`src/rtl/m_wb_periph_ctrl_if.sv`:
```
// rtl/m_wb_periph_ctrl_if.sv - Core-side and slave-side Wishbone signals of the peripheral controller
interface m_wb_periph_ctrl_if #(
  parameter int NSLV = 4
);
  // core side
  logic             CYC_O;
  logic             STB_O;
  logic             WE_O;
  logic [31:0]      ADR_O;
  logic [31:0]      DAT_O;
  logic [3:0]       SEL_O;
  logic             ACK_I;
  logic [31:0]      DAT_I;
  // slave side
  logic [NSLV-1:0]  s_stb;
  logic             s_we;
  logic [31:0]      s_adr;
  logic [31:0]      s_dat;
  logic [3:0]       s_sel;
  logic [NSLV-1:0]  s_ack;
  logic [32*NSLV-1:0] s_rdat;

  // environment view: the core plus the peripheral slaves
  modport master (
    output CYC_O, STB_O, WE_O, ADR_O, DAT_O, SEL_O, s_ack, s_rdat,
    input  ACK_I, DAT_I, s_stb, s_we, s_adr, s_dat, s_sel
  );

  // controller view
  modport slave (
    input  CYC_O, STB_O, WE_O, ADR_O, DAT_O, SEL_O, s_ack, s_rdat,
    output ACK_I, DAT_I, s_stb, s_we, s_adr, s_dat, s_sel
  );
endinterface

```
`src/rtl/m_wb_periph_ctrl.sv`:
```
// rtl/m_wb_periph_ctrl.sv - Wishbone peripheral controller with decode, timeout and optional WBCTRL_BUSERR_EN error capture
module m_wb_periph_ctrl #(
  parameter int NSLV    = 4,
  parameter int ADRLSB  = 28,
  parameter int TOWIDTH = 4,
  parameter int TIMEOUT = 15
) (
  input  logic               CLK_I,
  input  logic               RST_I,
  m_wb_periph_ctrl_if.slave  bus,
  output logic               tmo
`ifdef WBCTRL_BUSERR_EN
  ,
  output logic               berr,
  output logic [31:0]        berr_adr
`endif
);

  typedef enum logic [1:0] {
    IDLE = 2'd0,
    WAIT = 2'd1,
    DONE = 2'd2
  } state_t;

  state_t               state;
  logic [1:0]           sel_q;
  logic [TOWIDTH-1:0]   cnt;

  logic [1:0]           dec_sel;
  logic                 dec_mapped;
  logic                 ack_sel;
  logic [31:0]          rdat_sel;
  logic                 berr_clr;

  // Slaves see the core's address/data/control directly; only the strobe is gated.
  assign bus.s_we  = bus.WE_O;
  assign bus.s_adr = bus.ADR_O;
  assign bus.s_dat = bus.DAT_O;
  assign bus.s_sel = bus.SEL_O;

  assign dec_sel    = bus.ADR_O[ADRLSB+1:ADRLSB];
  assign dec_mapped = (int'(dec_sel) < NSLV);

  // A write of DAT_O[0]=1 to the otherwise unmapped select 3 acknowledges a bus error.
  assign berr_clr = (NSLV < 4) && (dec_sel == 2'd3) && bus.WE_O && bus.DAT_O[0];

  // Pick the latched slave's ack and read data; acks from other slaves never reach the FSM.
  always_comb begin
    ack_sel  = 1'b0;
    rdat_sel = '0;
    for (int k = 0; k < NSLV; k++) begin
      if (sel_q == 2'(k)) begin
        ack_sel  = bus.s_ack[k];
        rdat_sel = bus.s_rdat[32*k +: 32];
      end
    end
  end

  // Access sequencer: decode in IDLE, wait for ack or timeout, one-cycle ACK_I in DONE.
  always_ff @(posedge CLK_I) begin
    if (RST_I) begin
      state     <= IDLE;
      sel_q     <= 2'd0;
      cnt       <= '0;
      bus.s_stb <= '0;
      bus.ACK_I <= 1'b0;
      bus.DAT_I <= '0;
      tmo       <= 1'b0;
`ifdef WBCTRL_BUSERR_EN
      berr      <= 1'b0;
      berr_adr  <= '0;
`endif
    end else begin
      bus.ACK_I <= 1'b0;
      tmo       <= 1'b0;
      case (state)
        IDLE: begin
          if (bus.CYC_O && bus.STB_O) begin
            if (dec_mapped) begin
              for (int k = 0; k < NSLV; k++) begin
                bus.s_stb[k] <= (dec_sel == 2'(k));
              end
              sel_q <= dec_sel;
              cnt   <= '0;
              state <= WAIT;
            end else begin
              bus.DAT_I <= '0;
              bus.ACK_I <= 1'b1;
              tmo       <= 1'b1;
              state     <= DONE;
`ifdef WBCTRL_BUSERR_EN
              if (berr_clr) begin
                berr <= 1'b0;
              end else begin
                berr     <= 1'b1;
                berr_adr <= bus.ADR_O;
              end
`endif
            end
          end
        end
        WAIT: begin
          if (!bus.CYC_O) begin
            bus.s_stb <= '0;
            state     <= IDLE;
          end else if (ack_sel) begin
            bus.DAT_I <= rdat_sel;
            bus.ACK_I <= 1'b1;
            bus.s_stb <= '0;
            state     <= DONE;
          end else if (cnt == TOWIDTH'(TIMEOUT)) begin
            bus.DAT_I <= 32'hFFFF_FFFF;
            bus.ACK_I <= 1'b1;
            tmo       <= 1'b1;
            bus.s_stb <= '0;
            state     <= DONE;
`ifdef WBCTRL_BUSERR_EN
            berr      <= 1'b1;
            berr_adr  <= bus.ADR_O;
`endif
          end else begin
            cnt <= cnt + 1'b1;
          end
        end
        DONE: begin
          state <= IDLE;
        end
        default: begin
          state     <= IDLE;
          bus.s_stb <= '0;
        end
      endcase
    end
  end

endmodule

```
`src/flat_wrapper.sv`:
```
// flat-port wrapper written by rule: the top's interface ports become plain ports
module m_wb_periph_ctrl_flat 
#(
  parameter int NSLV    = 4,
  parameter int ADRLSB  = 28,
  parameter int TOWIDTH = 4,
  parameter int TIMEOUT = 15
)
  (CLK_I, RST_I, tmo, bus_CYC_O, bus_STB_O, bus_WE_O, bus_ADR_O, bus_DAT_O, bus_SEL_O, bus_s_ack, bus_s_rdat, bus_ACK_I, bus_DAT_I, bus_s_stb, bus_s_we, bus_s_adr, bus_s_dat, bus_s_sel);
  m_wb_periph_ctrl_if #(.NSLV(NSLV)) bus_i ();
  input  logic CLK_I;
  input  logic RST_I;
  output logic tmo;
  input wire logic [$bits(bus_i.CYC_O)-1:0] bus_CYC_O;
  input wire logic [$bits(bus_i.STB_O)-1:0] bus_STB_O;
  input wire logic [$bits(bus_i.WE_O)-1:0] bus_WE_O;
  input wire logic [$bits(bus_i.ADR_O)-1:0] bus_ADR_O;
  input wire logic [$bits(bus_i.DAT_O)-1:0] bus_DAT_O;
  input wire logic [$bits(bus_i.SEL_O)-1:0] bus_SEL_O;
  input wire logic [$bits(bus_i.s_ack)-1:0] bus_s_ack;
  input wire logic [$bits(bus_i.s_rdat)-1:0] bus_s_rdat;
  output wire logic [$bits(bus_i.ACK_I)-1:0] bus_ACK_I;
  output wire logic [$bits(bus_i.DAT_I)-1:0] bus_DAT_I;
  output wire logic [$bits(bus_i.s_stb)-1:0] bus_s_stb;
  output wire logic [$bits(bus_i.s_we)-1:0] bus_s_we;
  output wire logic [$bits(bus_i.s_adr)-1:0] bus_s_adr;
  output wire logic [$bits(bus_i.s_dat)-1:0] bus_s_dat;
  output wire logic [$bits(bus_i.s_sel)-1:0] bus_s_sel;
  assign bus_i.CYC_O = bus_CYC_O;
  assign bus_i.STB_O = bus_STB_O;
  assign bus_i.WE_O = bus_WE_O;
  assign bus_i.ADR_O = bus_ADR_O;
  assign bus_i.DAT_O = bus_DAT_O;
  assign bus_i.SEL_O = bus_SEL_O;
  assign bus_i.s_ack = bus_s_ack;
  assign bus_i.s_rdat = bus_s_rdat;
  assign bus_ACK_I = bus_i.ACK_I;
  assign bus_DAT_I = bus_i.DAT_I;
  assign bus_s_stb = bus_i.s_stb;
  assign bus_s_we = bus_i.s_we;
  assign bus_s_adr = bus_i.s_adr;
  assign bus_s_dat = bus_i.s_dat;
  assign bus_s_sel = bus_i.s_sel;
  m_wb_periph_ctrl #(.NSLV(NSLV), .ADRLSB(ADRLSB), .TOWIDTH(TOWIDTH), .TIMEOUT(TIMEOUT)) u_core (.CLK_I(CLK_I), .RST_I(RST_I), .bus(bus_i), .tmo(tmo));
endmodule
```
`config.mk`:
```
export PLATFORM = sky130hd
export DESIGN_NAME = m_wb_periph_ctrl_flat
export DESIGN_NICKNAME = d
export VERILOG_FILES = /design/src/rtl/m_wb_periph_ctrl_if.sv /design/src/rtl/m_wb_periph_ctrl.sv /design/src/flat_wrapper.sv
export SDC_FILE = /design/constraint.sdc
export NUM_CORES = 1
export LEC_CHECK = 0
export ABC_AREA = 1
export CAP_MARGIN = 20
export CORE_AREA = 2 2 122 124
export DETAILED_ROUTE_END_ITERATION = 16
export DIE_AREA = 0 0 124 126
export SLEW_MARGIN = 30
export SYNTH_ARGS = -nofsm -noshare
export SYNTH_HDL_FRONTEND = slang
export SYNTH_SLANG_ARGS = --single-unit
export TNS_END_PERCENT = 30
```
`constraint.sdc`:
```
create_clock -name CLK_I -period 2.33 [get_ports CLK_I]
set_input_delay 0.466 -clock CLK_I [delete_from_list [all_inputs] [get_ports CLK_I]]
set_output_delay 0.466 -clock CLK_I [all_outputs]
set_load 0.02 [all_outputs]
```
== After elaboration in Yosys (flattened, before gate mapping) ==
Cells that the tools add are included.

* Bits in registers: 46
* Bits in latches: 0
* Bits in writable memories: 0
* Bits in read-only memories: 0
* Bits of input ports: 205
* Output and inout bits: 107
* Logic and storage cells: 65
* Memories: 0

* Add/sub/neg operators: 1
* Multipliers: 0
* Div/mod/pow operators: 0
* Order comparisons: 0
* Equality and inequality tests: 14
* Shift-type cells: 0
* Muxes and demuxes: 27
* Bitwise gates (word level): 3
* Reductions and logical operators: 13

{| class="wikitable"
|+ Operators with widths
! cell !! number
|-
| 32-bit 2-to-1 mux || 6
|-
| 4-bit 2-to-1 mux || 8
|-
| 4-bit case mux with 3 select lines || 1
|-
| 2-bit equality test (second input constant) || 5
|-
| 2-bit 2-to-1 mux || 4
|-
| 4-bit case mux with 2 select lines || 1
|-
| 2-bit by 1-bit equality test with 1-bit output (second input constant) || 3
|-
| 2-bit logical NOT || 3
|-
| 1-bit 2-to-1 mux || 6
|-
| 2-bit inequality test (second input constant) || 3
|-
| 3-bit AND reduction || 2
|-
| 5-bit AND reduction || 1
|-
| 4-bit by 1-bit adder with 4-bit output (second input constant) || 1
|-
| 4-bit equality test (second input constant) || 1
|-
| 4-bit by 2-bit inequality test with 1-bit output (second input constant) || 1
|-
| 2-bit case mux with 2 select lines || 1
|-
| 2-bit AND reduction || 2
|-
| 2-bit nonzero test || 2
|-
| 4-bit OR reduction || 1
|-
| 1-bit NOT || 3
|-
| 3-bit OR reduction || 1
|-
| 2-bit by 1-bit inequality test with 1-bit output (second input constant) || 1
|-
| 1-bit logical AND || 1
|}

== Logic depth before layout (Yosys ltp) ==
* Depth after elaboration: 8
* Depth in mapped cells: 9
* Mapped depth without buffers: 9

== Worst setup path before layout ==
No wires, ideal clock.

* Path type: input to register
* Start point: input bus_CYC_O
* End point: register u_core.cnt[0]
* Library setup time: 116 ps
* Arrival time: 1,336 ps
* Required time: 2,214 ps
* Slack: 878 ps
* Stages on the path: 6
* Buffers on the path: 1
* Path through: clkbuf_1 -> nand3_1 -> nand2_1 -> nand3_1 -> o21ai_0 -> nor2_1

* Cells in the longest elaborated chain, start to end: 3
* Elaborated cells on any way between the ends: 4
* Classes of those cells: eq/ne: 2; reduce/logical: 2

{| class="wikitable"
|+ Ends and longest elaborated chain
! what !! RTL line !! RTL
|-
| start, declared || flat_wrapper.sv:14 || <nowiki>input wire logic [$bits(bus_i.CYC_O)-1:0] bus_CYC_O;</nowiki>
|-
| 1-bit logical AND || m_wb_periph_ctrl.sv:78 || <nowiki>if (bus.CYC_O && bus.STB_O) begin</nowiki>
|-
| 2-bit by 1-bit inequality test with 1-bit output (no source line) || n/a ||
|-
| 5-bit AND reduction (no source line) * || n/a ||
|-
| end signal, assigned || m_wb_periph_ctrl.sv:122 || <nowiki>cnt <= cnt + 1'b1;</nowiki>
|-
| end, declared || m_wb_periph_ctrl.sv:27 || <nowiki>logic [TOWIDTH-1:0] cnt;</nowiki>
|}

Mark *: on every way between the ends. The rest lies on a longest branch, timed or not.
A chain may end at the register's enable or synchronous reset.

== Worst setup path in the final report ==
* Start point: input bus_ADR_O[28]
* End point: output bus_s_adr[28]

{| class="wikitable"
|+ RTL lines
! what !! RTL line !! RTL
|-
| start, declared || flat_wrapper.sv:17 || <nowiki>input wire logic [$bits(bus_i.ADR_O)-1:0] bus_ADR_O;</nowiki>
|-
| end, declared || flat_wrapper.sv:26 || <nowiki>output wire logic [$bits(bus_i.s_adr)-1:0] bus_s_adr;</nowiki>
|}

No word-level cell between the ends.

==> metrics <==
clock-pin slew on the worst setup and hold paths=0.06 ns; critical path startpoint=bus_ADR_O[28]; WP buf/inv=2; Required @ worst endpoint=1.86 ns; Sink Count=46; grt total ovfl=0; R2R Setup Slk=between 0.6 and 0.7 ns; Mean Syn Cell Area=approximately 6.1 um^2; CP delay by family, top=buffers and inverters; period utilization=89.0%; Critical-path top delay cell=clkdlybuf4s50_1; latest clock arrival within the worst-skew pair=slightly below 0.3 ns; CTS max path bufs=2; via count=3576; layout overhead on the synthesized area=53.4%; crit path time final=a little over 2 ns; htree depth=2; share of post-route cells with drive strength above 1=4.04%; die area=0.0156 mm^2; crit path to=bus_s_adr[28]; FMAX=slightly below 500 MHz; CP peak stage delay=0.62 ns; worst-path cell chain=clkdlybuf4s50_1 > clkdlybuf4s50_1; Hold WC Path Type=flop to flop; # DRC=0; setup TNS=0 ns; FF+latch count, synth=46; final wirelength=12.1 mm; Leakage=1.93 nW; setup violators final=0; Reg-to-Reg End=u_core.bus.DAT_I[13]; relative slew slack=approximately 72%; RSZ-0062 raised after global routing=false; buffer count from post-CTS setup fixing=0; synth unique cells=20; root buffer cell=clkbuf_16; FF-to-FF Start=u_core.sel_q[0]; first-pass GRT wire length=18.7 mm; Final nets=824; fin area=between 0.004 and 0.005 mm^2; 1st-pass router iterations=4; Avg WL per Cell=15.1 um; YS warnings=0; Antenna Nets Post-Route=0; Die Ht=126 um; Tot Pwr=2.20 mW; Worst path depth=2; Setup CP Type=input pin to primary output; GRT Total Usage=15.8%; hold_buf cts=0; CTS Buf Count=5; MaxCap Viol Count=0; initial antenna violation count=1; Antenna Cells=0; Gate Count Post-Synth=517; syn_nets=723; largest net degree at the start of global routing=37; Starting Density=22.0%; dpl hpwl=around 9.3 mm; critical path arrival=around 1.6 ns; r2r worst-path depth=9; CP startpoint kind=input pin; pwr dens=456 mW/mm^2; row count=44; Setup crit end kind=primary output; Tightest Pin Transition=0.412 ns; Placed Area=~0.0047 mm^2; number of global-route vias before repair=~3.5k; cell repeated most along the worst path=clkdlybuf4s50_1; core area=0.0143 mm^2; DR iter-0 viols=between 100 and 150; peak supply drop=between 200 and 250 uV; Final Hold Vio Count=0; Final Slew Violations=0; Final Core Density=between 30 and 40%; Syn Std Cell Area=0.00315 mm^2; Vias/cell=4.45; PortBufs=177; Setup Skew=0.00378 ns; CTS tree=built; routability cong.=0.814; register area share after synthesis=29.3%; die width=124 um; Worst Path Max Fanout=4; post-CTS sizing=0; status=finished, final reports clean; top-level port count=312
==> flip-flops by register name, summed over array words and instances, names as in the netlist <==
name	cells
u_core.bus.ACK_I	1
u_core.bus.DAT_I	32
u_core.bus.s_stb	4
u_core.cnt	4
u_core.sel_q	2
u_core.state	2
u_core.tmo	1
==> stage by stage <==
| stage | setup slack (ns) | hold slack [ns] | instances |
|---|---|---|---|
| global route | 0.204 | 0.490 | 803 |
| CTS | 0.250 | 0.463 | 803 |
| detailed placement | 0.254 | 0.453 | 795 |
| floorplan | 0.878 | 0.455 | 517 |
| finish | 0.257 | 0.463 | 803 |
| global placement | 0.268 | 0.444 | 795 |
==> cell usage in the layout (no fill, tap or decap) <==
cell type	n
nand2_1	185
clkdlybuf4s50_1	176
a21oi_1	71
nor2_1	48
dfxtp_1	46
nand3_1	44
inv_1	11
buf_4	8
clkbuf_16	5
nor2_4	4
buf_12	4
o21ai_0	3
nand4_1	3
or2_1	1
clkinv_1	1
nand2_2	1
nor4_1	1
nor3b_1	1
a211oi_1	1
ha_1	1
clkinv_2	1
clkbuf_8	1
clkbuf_1	1
buf_2	1
==> logic make-up after synthesis <==
logic type / after synthesis / share of synthesized area, %
AO/OA/AOI/OAI: 75 / 12.0
AND/OR/NAND/NOR: 288 / 36.9
flip-flops: 46 / 29.3
adder cells (fa/ha/maj): 1 / 0.398
buffers and inverters: 107 / 21.5
==> layout make-up <==
class	instances	area, um^2
Sequential cell	46	921
Multi-Input combinational cell	364	1580
Tap cell	184	230
Fill cell	1604	9490
Inverter	12	45.0
Clock buffer	7	143
Timing Repair Buffer	189	1910
Clock inverter	1	5.00
==> synth_stat cells <==
cell	n	area share [%]
buf_1	2	0.24
clkbuf_1	12	1.4
nand2_2	1	0.20
o21ai_0	3	0.48
a21oi_1	71	11
buf_2	12	1.9
nor3b_1	1	0.24
inv_1	11	1.3
nor2_1	50	6.0
dfxtp_1	46	29
buf_4	69	16
nor4_1	1	0.20
clkinv_1	1	0.12
nand4_1	3	0.60
nand3_1	44	7.0
a211oi_1	1	0.24
ha_1	1	0.40
nand2_1	185	22
nor2_2	2	0.40
or2_1	1	0.20
==> worst reg2reg max path: cells and delay by family (launching register included) <==
| kind | cells | cell delay [ns] |
|---|---|---|
| flip-flops | 1 | 0.47 |
| AO/OA/AOI/OAI | 1 | 0.08 |
| buffers and inverters | 2 | 0.37 |
| AND/OR/NAND/NOR | 6 | 0.72 |
==> report_power, final <==
group          internal, mW  switching (mW)
clock                 0.426           0.303
sequential            0.813          0.0208
combinational         0.351           0.286
==> worst min path at each step <==
stage | start | end | slack, ns | depth (start not counted)
2_1_floorplan | u_core.cnt[3] | u_core.cnt[3] | 0.45 | 2
3_3_place_gp | u_core.bus.DAT_I[14] | u_core.bus.DAT_I[14] | 0.44 | 2
3_5_place_dp | u_core.bus.s_stb[0] | u_core.bus.s_stb[0] | 0.45 | 2
4_1_cts | u_core.bus.s_stb[0] | u_core.bus.s_stb[0] | 0.46 | 2
5_1_grt | u_core.bus.s_stb[3] | u_core.bus.s_stb[3] | 0.49 | 2
6_report | u_core.bus.s_stb[0] | u_core.bus.s_stb[0] | 0.46 | 2
==> per-layer routing <==
metal | global-route usage, % | wire length, um | share of wire (%) | up-vias
li1 | - | - | - | 1783
met3 | 5.12 | 1080 | 8.9 | 39
met2 | 27.2 | 5700 | 47 | 172
met4 | 6.15 | 435 | 3.6 | 0
met1 | 17.8 | 4890 | 40 | 1582
met5 | 0 | 0 | 0 | -
Power figures use the tool's default switching activity.
